## src/rtl/micro80_uart_pkg.sv

```systemverilog
// Shared types and constants for the Micro80 UART receiver.
// Optional feature macro: UART_RX_PARITY_EN (even parity bit after D7).
`timescale 1ns/1ps
package micro80_uart_pkg;

    // Receiver frame state
    typedef enum logic [2:0] {
        IDLE   = 3'd0,
        START  = 3'd1,
        DATA   = 3'd2,
        PARITY = 3'd3,
        STOP   = 3'd4,
        BREAK  = 3'd5
    } rx_state_e;

    // Status register bit positions
    localparam int unsigned ST_RDY  = 0;
    localparam int unsigned ST_FULL = 1;
    localparam int unsigned ST_FERR = 2;
    localparam int unsigned ST_OVR  = 3;
    localparam int unsigned ST_PERR = 4;

    // CPU I/O port addresses decoded by the I/O read mux
    localparam logic [7:0] UART_DATA_PORT = 8'hE8;
    localparam logic [7:0] UART_STAT_PORT = 8'hE9;

    // Oversampling divider, rounded to nearest
    function automatic int unsigned calc_div(input int unsigned clk_hz,
                                             input int unsigned baud,
                                             input int unsigned ovs);
        return (clk_hz + (baud * ovs) / 2) / (baud * ovs);
    endfunction

endpackage

```

## src/rtl/uart_rx_fifo.sv

```systemverilog
// Show-ahead synchronous FIFO for received bytes; pop is evaluated before push.
`timescale 1ns/1ps
module uart_rx_fifo #(
    parameter int unsigned WIDTH = 8,
    parameter int unsigned DEPTH = 16
) (
    input  logic             clk,
    input  logic             rst,
    input  logic             push,
    input  logic [WIDTH-1:0] din,
    input  logic             pop,
    output logic [WIDTH-1:0] dout,
    output logic             empty,
    output logic             full
);

    localparam int unsigned AW = (DEPTH > 1) ? $clog2(DEPTH) : 1;
    localparam int unsigned PW = AW + 1;

    logic [WIDTH-1:0] r_mem [DEPTH];
    logic [PW-1:0]    r_wptr;
    logic [PW-1:0]    r_rptr;
    logic             r_empty;
    logic             r_full;
    logic [WIDTH-1:0] r_dout;

    logic             w_pop;
    logic             w_push;
    logic [PW-1:0]    w_rptr_nxt;
    logic [PW-1:0]    w_wptr_nxt;
    logic             w_empty_nxt;
    logic             w_full_nxt;
    logic [WIDTH-1:0] w_head;

    // Next pointers, flags and next head byte (bypass when writing into an empty slot at the head)
    always_comb begin
        w_pop       = pop && !r_empty;
        w_push      = push && (!r_full || w_pop);
        w_rptr_nxt  = r_rptr + PW'(w_pop);
        w_wptr_nxt  = r_wptr + PW'(w_push);
        w_empty_nxt = (w_rptr_nxt == w_wptr_nxt);
        w_full_nxt  = (w_rptr_nxt[AW] != w_wptr_nxt[AW]) &&
                      (w_rptr_nxt[AW-1:0] == w_wptr_nxt[AW-1:0]);
        if (w_push && (w_rptr_nxt == r_wptr)) begin
            w_head = din;
        end else begin
            w_head = r_mem[w_rptr_nxt[AW-1:0]];
        end
    end

    // Storage array, no reset needed
    always_ff @(posedge clk) begin
        if (w_push) begin
            r_mem[r_wptr[AW-1:0]] <= din;
        end
    end

    // Pointers, registered flags and head; head holds its value once empty
    always_ff @(posedge clk or negedge rst) begin
        if (!rst) begin
            r_wptr  <= '0;
            r_rptr  <= '0;
            r_empty <= 1'b1;
            r_full  <= 1'b0;
            r_dout  <= '0;
        end else begin
            r_wptr  <= w_wptr_nxt;
            r_rptr  <= w_rptr_nxt;
            r_empty <= w_empty_nxt;
            r_full  <= w_full_nxt;
            if (!w_empty_nxt) begin
                r_dout <= w_head;
            end
        end
    end

    assign dout  = r_dout;
    assign empty = r_empty;
    assign full  = r_full;

endmodule

```

## src/rtl/uart_rx.sv

```systemverilog
// Micro80 UART receiver: 2-FF synchronizer, oversampling tick generator,
// frame FSM and receive FIFO. Data at port 0xE8, status at port 0xE9.
// Optional feature macro: UART_RX_PARITY_EN (even parity bit after D7).
`timescale 1ns/1ps
module uart_rx
    import micro80_uart_pkg::*;
#(
    parameter int unsigned CLK_HZ     = 50_000_000,
    parameter int unsigned BAUD       = 115200,
    parameter int unsigned OVS        = 16,
    parameter int unsigned FIFO_DEPTH = 16
) (
    input  logic       clk,
    input  logic       rst,
    input  logic       rx,
    input  logic       rd,
    input  logic       clr_err,
    output logic [7:0] dout,
    output logic       rdy,
    output logic [7:0] status
);

    localparam int unsigned DIV   = calc_div(CLK_HZ, BAUD, OVS);
    localparam int unsigned DIV_W = (DIV > 1) ? $clog2(DIV) : 1;
    localparam int unsigned OVS_W = $clog2(OVS);

    logic             r_sync1;
    logic             r_sync2;
    logic             r_rx_prev;
    logic [DIV_W-1:0] r_tick_cnt;
    logic [OVS_W-1:0] r_samp_cnt;
    logic [2:0]       r_bit_cnt;
    logic [7:0]       r_shift;
    rx_state_e        r_state;
    logic             r_frame_err;
    logic             r_overrun;

    logic             w_tick;
    logic             w_start;
    logic             w_half_pt;
    logic             w_bit_pt;
    logic             w_push;
    logic             w_set_ferr;
    logic             w_set_ovr;
    logic             w_par_ok;
    logic             w_perr;
    logic             w_fifo_empty;
    logic             w_fifo_full;

`ifdef UART_RX_PARITY_EN
    logic             r_par_ok;
    logic             r_parity_err;
    logic             w_set_perr;

    assign w_set_perr = (r_state == PARITY) && w_bit_pt && ((^r_shift) != r_sync2);
    assign w_par_ok   = r_par_ok;
    assign w_perr     = r_parity_err;
`else
    assign w_par_ok   = 1'b1;
    assign w_perr     = 1'b0;
`endif

    assign w_tick     = (r_tick_cnt == DIV_W'(DIV - 1));
    assign w_start    = (r_state == IDLE) && r_rx_prev && !r_sync2;
    assign w_half_pt  = w_tick && (r_samp_cnt == OVS_W'(OVS / 2 - 1));
    assign w_bit_pt   = w_tick && (r_samp_cnt == OVS_W'(OVS - 1));
    assign w_push     = (r_state == STOP) && w_bit_pt && r_sync2 && w_par_ok;
    assign w_set_ferr = (r_state == STOP) && w_bit_pt && !r_sync2;
    assign w_set_ovr  = w_push && w_fifo_full && !rd;

    // Two-flop synchronizer plus previous value for falling-edge detection
    always_ff @(posedge clk or negedge rst) begin
        if (!rst) begin
            r_sync1   <= 1'b1;
            r_sync2   <= 1'b1;
            r_rx_prev <= 1'b1;
        end else begin
            r_sync1   <= rx;
            r_sync2   <= r_sync1;
            r_rx_prev <= r_sync2;
        end
    end

    // Free-running oversample tick divider, realigned on a start edge
    always_ff @(posedge clk or negedge rst) begin
        if (!rst) begin
            r_tick_cnt <= '0;
        end else if (w_start || w_tick) begin
            r_tick_cnt <= '0;
        end else begin
            r_tick_cnt <= r_tick_cnt + DIV_W'(1);
        end
    end

    // Frame FSM: start validation, LSB-first data shift, optional parity, stop check
    always_ff @(posedge clk or negedge rst) begin
        if (!rst) begin
            r_state    <= IDLE;
            r_samp_cnt <= '0;
            r_bit_cnt  <= '0;
            r_shift    <= '0;
`ifdef UART_RX_PARITY_EN
            r_par_ok   <= 1'b1;
`endif
        end else begin
            case (r_state)
                IDLE: begin
                    if (w_start) begin
                        r_samp_cnt <= '0;
                        r_state    <= START;
                    end
                end
                START: begin
                    if (w_half_pt) begin
                        r_samp_cnt <= '0;
                        r_bit_cnt  <= '0;
                        r_state    <= r_sync2 ? IDLE : DATA;
                    end else if (w_tick) begin
                        r_samp_cnt <= r_samp_cnt + OVS_W'(1);
                    end
                end
                DATA: begin
                    if (w_bit_pt) begin
                        r_samp_cnt <= '0;
                        r_shift    <= {r_sync2, r_shift[7:1]};
                        r_bit_cnt  <= r_bit_cnt + 3'd1;
                        if (r_bit_cnt == 3'd7) begin
`ifdef UART_RX_PARITY_EN
                            r_state <= PARITY;
`else
                            r_state <= STOP;
`endif
                        end
                    end else if (w_tick) begin
                        r_samp_cnt <= r_samp_cnt + OVS_W'(1);
                    end
                end
                PARITY: begin
`ifdef UART_RX_PARITY_EN
                    if (w_bit_pt) begin
                        r_samp_cnt <= '0;
                        r_par_ok   <= ((^r_shift) == r_sync2);
                        r_state    <= STOP;
                    end else if (w_tick) begin
                        r_samp_cnt <= r_samp_cnt + OVS_W'(1);
                    end
`else
                    r_state <= IDLE;
`endif
                end
                STOP: begin
                    if (w_bit_pt) begin
                        r_samp_cnt <= '0;
                        r_state    <= r_sync2 ? IDLE : BREAK;
                    end else if (w_tick) begin
                        r_samp_cnt <= r_samp_cnt + OVS_W'(1);
                    end
                end
                BREAK: begin
                    if (r_sync2) begin
                        r_state <= IDLE;
                    end
                end
                default: r_state <= IDLE;
            endcase
        end
    end

    // Sticky error bits; a new error wins over a simultaneous clear
    always_ff @(posedge clk or negedge rst) begin
        if (!rst) begin
            r_frame_err  <= 1'b0;
            r_overrun    <= 1'b0;
`ifdef UART_RX_PARITY_EN
            r_parity_err <= 1'b0;
`endif
        end else begin
            if (w_set_ferr)   r_frame_err <= 1'b1;
            else if (clr_err) r_frame_err <= 1'b0;
            if (w_set_ovr)    r_overrun   <= 1'b1;
            else if (clr_err) r_overrun   <= 1'b0;
`ifdef UART_RX_PARITY_EN
            if (w_set_perr)   r_parity_err <= 1'b1;
            else if (clr_err) r_parity_err <= 1'b0;
`endif
        end
    end

    uart_rx_fifo #(
        .WIDTH (8),
        .DEPTH (FIFO_DEPTH)
    ) u_fifo (
        .clk   (clk),
        .rst   (rst),
        .push  (w_push),
        .din   (r_shift),
        .pop   (rd),
        .dout  (dout),
        .empty (w_fifo_empty),
        .full  (w_fifo_full)
    );

    assign rdy = !w_fifo_empty;

    // Status byte assembled from flag registers
    always_comb begin
        status          = 8'h00;
        status[ST_RDY]  = !w_fifo_empty;
        status[ST_FULL] = w_fifo_full;
        status[ST_FERR] = r_frame_err;
        status[ST_OVR]  = r_overrun;
        status[ST_PERR] = w_perr;
    end

endmodule
```

## config.mk

```make
export PLATFORM = sky130hd
export DESIGN_NAME = uart_rx
export DESIGN_NICKNAME = d
export VERILOG_FILES = /design/src/rtl/micro80_uart_pkg.sv /design/src/rtl/uart_rx_fifo.sv /design/src/rtl/uart_rx.sv
export SDC_FILE = /design/constraint.sdc
export NUM_CORES = 1
export LEC_CHECK = 0
export CAP_MARGIN = 30
export CORE_MARGIN = 2
export CORE_UTILIZATION = 41
export CTS_CLUSTER_DIAMETER = 200
export DETAILED_ROUTE_END_ITERATION = 10
export PLACE_DENSITY = 0.63
export SETUP_SLACK_MARGIN = 0.4
export SYNTH_ARGS = -nofsm -noshare
export SYNTH_HDL_FRONTEND = slang
export SYNTH_SLANG_ARGS = --single-unit
```

## constraint.sdc

```tcl
create_clock -name clk -period 4 [get_ports clk]
set_input_delay 0.4 -clock clk [delete_from_list [all_inputs] [get_ports clk]]
set_output_delay 0.4 -clock clk [all_outputs]
set_load 0.01 [all_outputs]
```

==> summary.md <==
| Metric | Value |
|---|---|
| Outcome | finished clean |
| Synth unique cells | 45 |
| Post-synthesis xor/xnor area fraction | 3.107% |
| Worst slew margin | 43.34% |
| Critical Setup Path Class | reg2reg |
| CTS tree | yes |
| FMAX | 286.5 MHz |
| Cell Area, Synth | 7410 um^2 |
| Synth Area in Simple Gates | 5.437% |
| Mapped Avg Cell Area | 17.35 um^2 |
| H-tree levels | 4 |
| First-pass GRT wire length | 22000 um |
| Final Skew | 9.561 ps |
| Vias in the first global route | 3807 |
| Dpl hpwl | 9019 um |
| IO Count | 22 |
| Area leader, netlist | edfxtp_1 |
| Initial drt markers | 383 |
| Startpoint Class | register |
| Maximum VDD drop | 0.5678 mV |
| Final Cycle Share | 87.26% |
| Clock power frac | 34.2% |
| Routed len/inst | 19.52 um |
| Area growth from synthesis to final layout | 16.92% |
| Reg2reg setup slack | 510 ps |
| Final ANT Viol Nets | 0 |
| Reg2Reg Depth | 12 |
| HP Class | reg2reg |
| Setup violators final | 0 |
| Tmin final | 3490 ps |
| Worst-path clk slew | 70 ps |
| N_diodes | 0 |
| Critical Path RT | 4300 ps |
| DIE AREA | 19160 um^2 |
| Critical path endpoint | u_fifo.dout[1] |
| Synth area leaders | edfxtp_1 52%, dfrtp_1 15%, mux4_2 9.7% |
| Post-synth ARST share | 27.27% |
| NetSw | 1.466 mW |
| CP Max Fanout | 5 |
| Post-synth top cells | 128 x edfxtp_1, 44 x dfrtp_1, 32 x mux4_2, 29 x nor2_1, 25 x mux2i_1 |
| # clock sinks | 176 |
| Flop pwr share | 41.1% |
| Largest family of logic cells by synthesized area | multiplexers |
| Yosys reg bits | 176 |
| P_leak | 3.578 nW |
| Drt pass-1 iters | 4 |
| # fillers | 1469 |
| # DRC | 0 |
| Pin count of the biggest net entering global routing | 40 |
| Compound-Gate Fraction of Synth Area | 1.756% |
| Worst-Skew Late Latency | 420 ps |
| RSZ-0062 raised after global routing | no |
| RePlAce Congestion | 0.7619 |
| Multi-input gate area | 2247 um^2 |
| Worst Setup End Kind | register |
| Post-synth top area share | 51.87% |
| Sequential fraction of the synthesis area | 68.15% |
| Grt total ovfl | 0 |
| Comb pwr share | 24.7% |
| Detailed Route WL | 13820 um |
| FF/Latch Area | 5050 um^2 |
| Critical path arrival | 3800 ps |
| Post-synthesis adder-cell area fraction | 1.655% |
| Setup tns final | 0 ps |
| Final hold vios | 0 |
| Power Density | 589.3 nW/um^2 |
| Port-buffer cells | 17 |
| Clock root buffer master | clkbuf_16 |
| Initial antenna violation count | 0 |
| Worst-margin pin slew | 846.8 ps |
| Cell with the most instances after synthesis | edfxtp_1 |
| Die width | 138.4 um |
| Final core occ | 48.56% |
| Core Region | 17840 um^2 |
| Final Max Tran Viols | 0 |
| Drt via density | 5.209 |
| Critical path launch point | r_tick_cnt[0] |
| Starting Density | 41.53% |
| CTS Buffer Depth | 2 |
| Max cap viols | 0 |
| Synthesized instance count | 427 |
| Row count | 49 |
| Number of flops mapped to enable cells by yosys | 128 |
| Main flop type after synthesis | edfxtp_1 |
| Total GRT Usage | 15.29% |
| YS warnings | 0 |
| Internal Pwr Total | 3.639 mW |
| Fraction of synthesized area in multiplexers | 17.16% |
| Reg2reg start | r_tick_cnt[0] |
| NumNets Final | 480 |
| CTS Buf Count | 17 |
| DR vias | 3688 |
| Die height | 138.4 um |
| Share of cells above drive strength 1 | 28.60% |
| R2R Path End | u_fifo.dout[1] |
| Switching part of the total | 28.72% |
[stage by stage]
step	std cells	area [um^2]	setup WS (ps)	total power [mW]	hold slack [ps]
after floorplan	430	7426	463.9	3.029	104.4
after global placement	667	7890	345.7	3.355	346.3
after detailed placement	668	7910	226.4	3.382	283.9
after CTS	702	8572	434.9	5.151	358.5
after global routing	708	8663	386.9	5.335	364.8
final	708	8663	509.8	5.105	357.3
[kinds of logic (layout without fill, tap and decap cells)]
kind of cell	count (synthesis)	after routing
and+or+nand+nor	76	77
adders and majority gates	10	10
AOI/OAI and AO/OA	20	20
DFF	176	176
muxes	81	81
xor gates and xnor gates	22	22
other	1	4
buffers and inverters	41	89
[worst min path at each step]
stage / from / end / slack (ps) / depth (start not counted)
after floorplan: rst / r_bit_cnt[0] / 100 / 0
final: r_sync1 / r_sync2 / 360 / 0
after global routing: r_sync1 / r_sync2 / 360 / 0
after global placement: r_sync1 / r_sync2 / 350 / 0
after CTS: r_sync1 / r_sync2 / 360 / 0
after detailed placement: rst / u_fifo.r_rptr[2] / 280 / 1
[placed cells by master, fill, tap and decap left out, types with 3 or more instances in the layout]
master,synthesis,routed
buf_4,8,21
nor2_1,29,29
ha_2,0,3
clkinv_4,0,3
mux4_2,32,32
inv_1,15,15
nor3_1,7,7
xnor2_1,8,7
buf_12,0,3
o31ai_1,3,3
xor2_1,12,11
mux2_2,16,16
dfrtp_1,44,44
nand2b_1,4,4
clkdlybuf4s50_1,0,16
edfxtp_1,128,128
inv_6,0,4
nand2_1,12,12
nand3_1,6,5
mux2_4,8,8
dfstp_2,4,4
bufinv_16,0,4
mux2i_1,25,25
conb_1,1,4
ha_1,9,5
clkbuf_16,0,17
o21ai_0,8,8
[final cells by class]
class	instances	area share [%]
timing repair buffer	42	4.535
clock inverter	15	2.369
clock buffer	17	4.910
sequential	176	58.29
inverter	15	0.6499
tap	229	3.307
multi-input combinational	214	25.94
[sequential cells by signal, indices dropped and copies added (netlist names)]
signal	flops
u_fifo.empty	1
u_fifo.dout	8
u_fifo.full	1
r_overrun	1
r_rx_prev	1
r_sync1	1
u_fifo.r_rptr	5
r_tick_cnt	5
r_shift	8
u_fifo.r_mem	128
u_fifo.r_wptr	5
r_samp_cnt	4
r_state	3
r_sync2	1
r_frame_err	1
r_bit_cnt	3
[timing repair]
item,in CTS,in global routing
endpoints found under the hold margin,9,0
cloned,1,0
buffers inserted,0,6
gates resized for setup,5,8
pin swaps,2,5
setup endpoints to repair,8,8
hold buffers,1,0
[power groups by stage]
stage | Clock (mW) | Combinational (mW) | Sequential [mW]
floorplan | 0 | 0.930 | 2.10
global placement | 0 | 1.23 | 2.12
CTS | 1.78 | 1.28 | 2.09
finish | 1.74 | 1.26 | 2.10
global route | 1.86 | 1.37 | 2.11
detailed placement | 0 | 1.25 | 2.13
[metal layers]
metal | up-vias | routed length, um | part of all wire (%) | track usage (%)
li1 | 1697 | - | - | -
met1 | 1906 | 6146 | 44 | 20.25
met2 | 69 | 7022 | 51 | 25.17
met3 | 16 | 425 | 3.1 | 3.014
met4 | 0 | 223 | 1.6 | 5.908
met5 | - | 0 | 0 | 0
[critical path, cell delays in order (launching register included)]
cell      delay, ps
dfrtp_1         410
inv_1            70
ha_2            200
nand4b_4        130
or4_4           560
nor3b_4         200
ha_2            220
buf_4           120
ha_4            190
xor2_1          150
or4_4           510
or2_4           300
mux2_4          310
No activity file was read; power rests on OpenSTA's default activity.
==> RTL change 1, RTL diff (same settings) <==
Register the input `rx` before use, without a reset. The logic sees it one clock later. The other inputs are not delayed to match.
--- a/src/rtl/uart_rx.sv
+++ b/src/rtl/uart_rx.sv
@@ -26,2 +26,8 @@
 
+    logic rx_q;
+
+    always_ff @(posedge clk) begin
+        rx_q <= rx;
+    end
+
     logic             r_sync1;
@@ -77,3 +83,3 @@
         end else begin
-            r_sync1   <= rx;
+            r_sync1   <= rx_q;
             r_sync2   <= r_sync1;
Check against the original RTL: same outputs for any inputs over 10 cycles, from zero or initial values and one cycle with rst low; that may be too few to reach the edited logic, so the function may still have changed.
==> RTL change 1 against the original RTL <==
  * Via count rose by 4.9%
  * Area after synthesis is 1.5% higher
  * Clock power is 10% lower
  * Wire length grew 4.1%
  * Critical endpoint is now u_fifo.dout[2]
  * Setup slack gained 0.20 ns
  * Global-route usage up 0.40 points
  * Total power decreased by 4.1%
  * Critical path depth did not move
  * Cell area down 0.79%
  * Sequential cell count up 1
  * Critical path type unchanged
==> RTL change 1: results (changes against the original RTL) <==
GRT
- 4000 — number of global-route vias before repair, was 3807
- 36 — maximum number of pins on one net before global-route repair, was 40
- 20.8% — met1 track utilization from global routing, was 20.3%
- 22900 um — global-route wire length before repair, was 22000 um
- 25.6% — met2 layer usage reported by global route, was 25.2%

Finish
- 1498 — number of filler instances in the final layout, was 1469
- 486 — post-layout net count, was 480
- 26.5% — fraction of standard cell area in multi-input logic, was 25.9%
- 21 — clock buffers, was 17
- 4.13% — portion of the layout cell area used by non-clock buffers, was 4.53%
- 714 — non-filler instance count after layout, was 708
- 177 — layout sequential cell count, was 176
- 47.8% — share of the core filled with cells in the final layout, was 48.6%
- 37 — number of signal-net buffers in the layout, was 42
- 6.51% — ClkCell Share, was 7.28%
- 24.1% — fraction of layout cells with a size suffix above 1, was 28.6%
- 226 — count of multi-input combinational gates, was 214

Worst setup path
- dfrtp_1 — critical-path cell with the highest stage delay, was or4_4
- 9 — worst-path fanout max, was 5
- 0.71 ns — worst reg2reg setup slack, was 0.51 ns
- 0.41 ns — highest cell delay on the worst timing path, was 0.56 ns

Drt
- 257 — number of design-rule violations left by the first detailed-router iteration, was 383
- 5.42 — ratio of routed vias to standard cells, was 5.21
- 6 — total iterations of the first detailed-routing run, was 4
- 20.1 um — Routed wire per std cell, was 19.5 um
- 591 um — met3 wire len, was 425 um
- 6580 um — Routed met1 length, was 6150 um
- 7030 um — total met2 wirelength after detailed routing, was 7020 um

Outcome
- finished, final reports clean — outcome, unchanged

Synthesis
- 54 — Netlist cell types, was 45
- 1.63% — synthesized-area fraction occupied by adder cells, was 1.65%
- 27.1% — fraction of synthesis flops using an asynchronous set or reset pin, was 27.3%
- 67.4% — post-synthesis sequential area ratio, was 68.2%
- 2.79% — Synth Area in XOR/XNOR, was 3.11%
- 17.1% — share of synthesized area spent on multiplexers, was 17.2%
- 2.53% — Synth Area in Compound Gates, was 1.76%
- edfxtp_1 (51%), dfrtp_1 (15%), mux4_2 (9.6%), mux2i_1 (3.7%), mux2_2 (2.4%) — cell types occupying the most area after synthesis, was edfxtp_1 (52%), dfrtp_1 (15%), mux4_2 (9.7%), mux2i_1 (3.4%), mux2_2 (2.4%)
- edfxtp_1 (128), dfrtp_1 (44), mux4_2 (32), mux2i_1 (28), nor2_1 (23) — top cells by instance count after synthesis, was edfxtp_1 (128), dfrtp_1 (44), mux4_2 (32), nor2_1 (29), mux2i_1 (25)
- 440 — gate count after technology mapping, was 427

Place
- 8020 um^2 — total placed instance area, was 7910 um^2
- 681 — Inst Count DP, was 668
- 9340 um — DP HPWL, was 9020 um
- 0.784 — routability congestion estimate, was 0.762

Timing
- 304 MHz — Highest Clock Rate, was 287 MHz
- 0.00998 ns — Clock Skew, was 0.00956 ns
- 32.6% — worst slew margin relative to its limit, was 43.3%
- 0.300 ns — hold_ws, was 0.357 ns

Power
- 0.000609 V — peak supply drop, was 0.000568 V
- 0.00351 uW — leakage power total, was 0.00358 uW

Worst hold path
- rx_q — worst hold start, was r_sync1

-- RTL change 1: cell types whose count changed after synthesis, sizes merged, moves of 4 or more --
cell and delta:
or4 -4, nor2 -6, nor3b +4, o21ai -5
-- RTL change 1: critical path: cells and delay by family, from the launching register on --
family          cells  cell delay, ns
simple gates        4            0.89
compound gates      3            0.83
flops               1            0.41
fa+ha+maj           2            0.36
mux                 1            0.35
xor+xnor            1            0.24
buf+inv             1            0.07
-- RTL change 1: where the power goes --
part	total, uW	internal (uW)	switching [uW]
Clock	1560	874	683
Sequential	2150	2030	118
Combinational	1190	552	642
Total	4900	3460	1440
-- RTL change 1: timing repair --
action	CTS	global route
hold buffers	1	0
hold endpoints to repair	18	0
setup buffers	0	0
resized for setup	0	2
setup endpoints to repair	0	7
==> RTL change 2, RTL diff (same settings) <==
Without the edit above. `CLK_HZ`: 50_000_000 -> 25_000_000.
--- a/src/rtl/uart_rx.sv
+++ b/src/rtl/uart_rx.sv
@@ -7,3 +7,3 @@
 #(
-    parameter int unsigned CLK_HZ     = 50_000_000,
+    parameter int unsigned CLK_HZ     = 25_000_000,
     parameter int unsigned BAUD       = 115200,
Behaviour: no difference found for any inputs over 10 cycles, from zero or initial values and one cycle with rst low; that may be too few to reach the edited logic, so the function may still have changed.
==> RTL change 2 against the original RTL <==
  * Wire length shrank 3.2%
  * Setup slack better by 0.16 ns
  * Sequential cell count fell by 1
  * Clock power fell by 9.8%
  * Fmax is 4.7% higher
  * Total power down 7.9%
  * Die area decreased by 0.13%
  * Cell area is 2.7% lower
  * Critical path depth grew 1
  * Area after synthesis is 0.14% lower
  * Critical endpoint is now u_fifo.dout[5]
  * Largest cell class unchanged
  * Largest power group unchanged
==> RTL change 2: results (changes against the original RTL) <==
Outcome
- finished, final reports clean — outcome, unchanged

Power
- 0.00345 uW — leakage power total, was 0.00358 uW
- 4700 uW — post-layout power, was 5110 uW
- 0.000321 V — peak supply drop, was 0.000568 V
- 22.4% — combinational group share of total power, was 24.7%

Drt
- 454 um — met3 wire len, was 425 um
- 18.5 um — Routed wire per std cell, was 19.5 um
- 3692 — total vias in the final route, was 3688
- 268 — number of design-rule violations left by the first detailed-router iteration, was 383
- 6690 um — total met2 wirelength after detailed routing, was 7020 um
- 6130 um — Routed met1 length, was 6150 um

Worst setup path
- 9 — worst-path fanout max, was 5
- 0.54 ns — highest cell delay on the worst timing path, was 0.56 ns

GRT
- 24.0% — met2 layer usage reported by global route, was 25.2%
- 3.53% — met3 usage in global routing, was 3.01%
- 21500 um — global-route wire length before repair, was 22000 um
- 14.7% — GRT Resource Usage Total, was 15.3%

Timing
- 0.971 ns — actual transition at the worst max-transition pin, was 0.847 ns

Synthesis
- 2.42% — Synth Area in Compound Gates, was 1.76%
- 175 — FF+latch count, synth, was 176
- 47 — Netlist cell types, was 45
- 26.9% — fraction of synthesis flops using an asynchronous set or reset pin, was 27.3%
- 67.9% — post-synthesis sequential area ratio, was 68.2%
- edfxtp_1 (128), dfrtp_1 (43), nand2_1 (34), mux4_2 (32), nor2_1 (27) — top cells by instance count after synthesis, was edfxtp_1 (128), dfrtp_1 (44), mux4_2 (32), nor2_1 (29), mux2i_1 (25)

Finish
- 3.74% — portion of the layout cell area used by non-clock buffers, was 4.53%
- 35 — number of signal-net buffers in the layout, was 42
- 21 — clock buffers, was 17

Place
- 8870 um — DP HPWL, was 9020 um

-- RTL change 2: cell count changes in the layout (fill, tap and decap cells not counted), moves of 5 or more --
cell	before	now
xnor2_1	7	12
mux2_4	8	0
buf_4	21	16
mux2_1	0	8
nand2_1	12	34
mux2_2	16	9
-- RTL change 2: per-stage QoR --
step,instance area [um^2],std cells
final,8430,721
after global routing,8430,721
after CTS,8410,719
after detailed placement,7840,686
after global placement,7820,685
after floorplan,7410,455
-- RTL change 2: path summary, 6_finish.rpt --
check                              start               end  slack (ns)  cells after the start
hold reg to reg                  r_sync1           r_sync2        0.36                      0
setup reg to reg           r_tick_cnt[1]    u_fifo.dout[5]        0.67                     13
min in group asynchronous            rst  u_fifo.r_wptr[4]        0.42                      2
setup / recovery           r_tick_cnt[1]    u_fifo.dout[5]        0.67                     13
max in group asynchronous            rst           r_sync2        3.03                      3
hold / removal                   r_sync1           r_sync2        0.36                      0
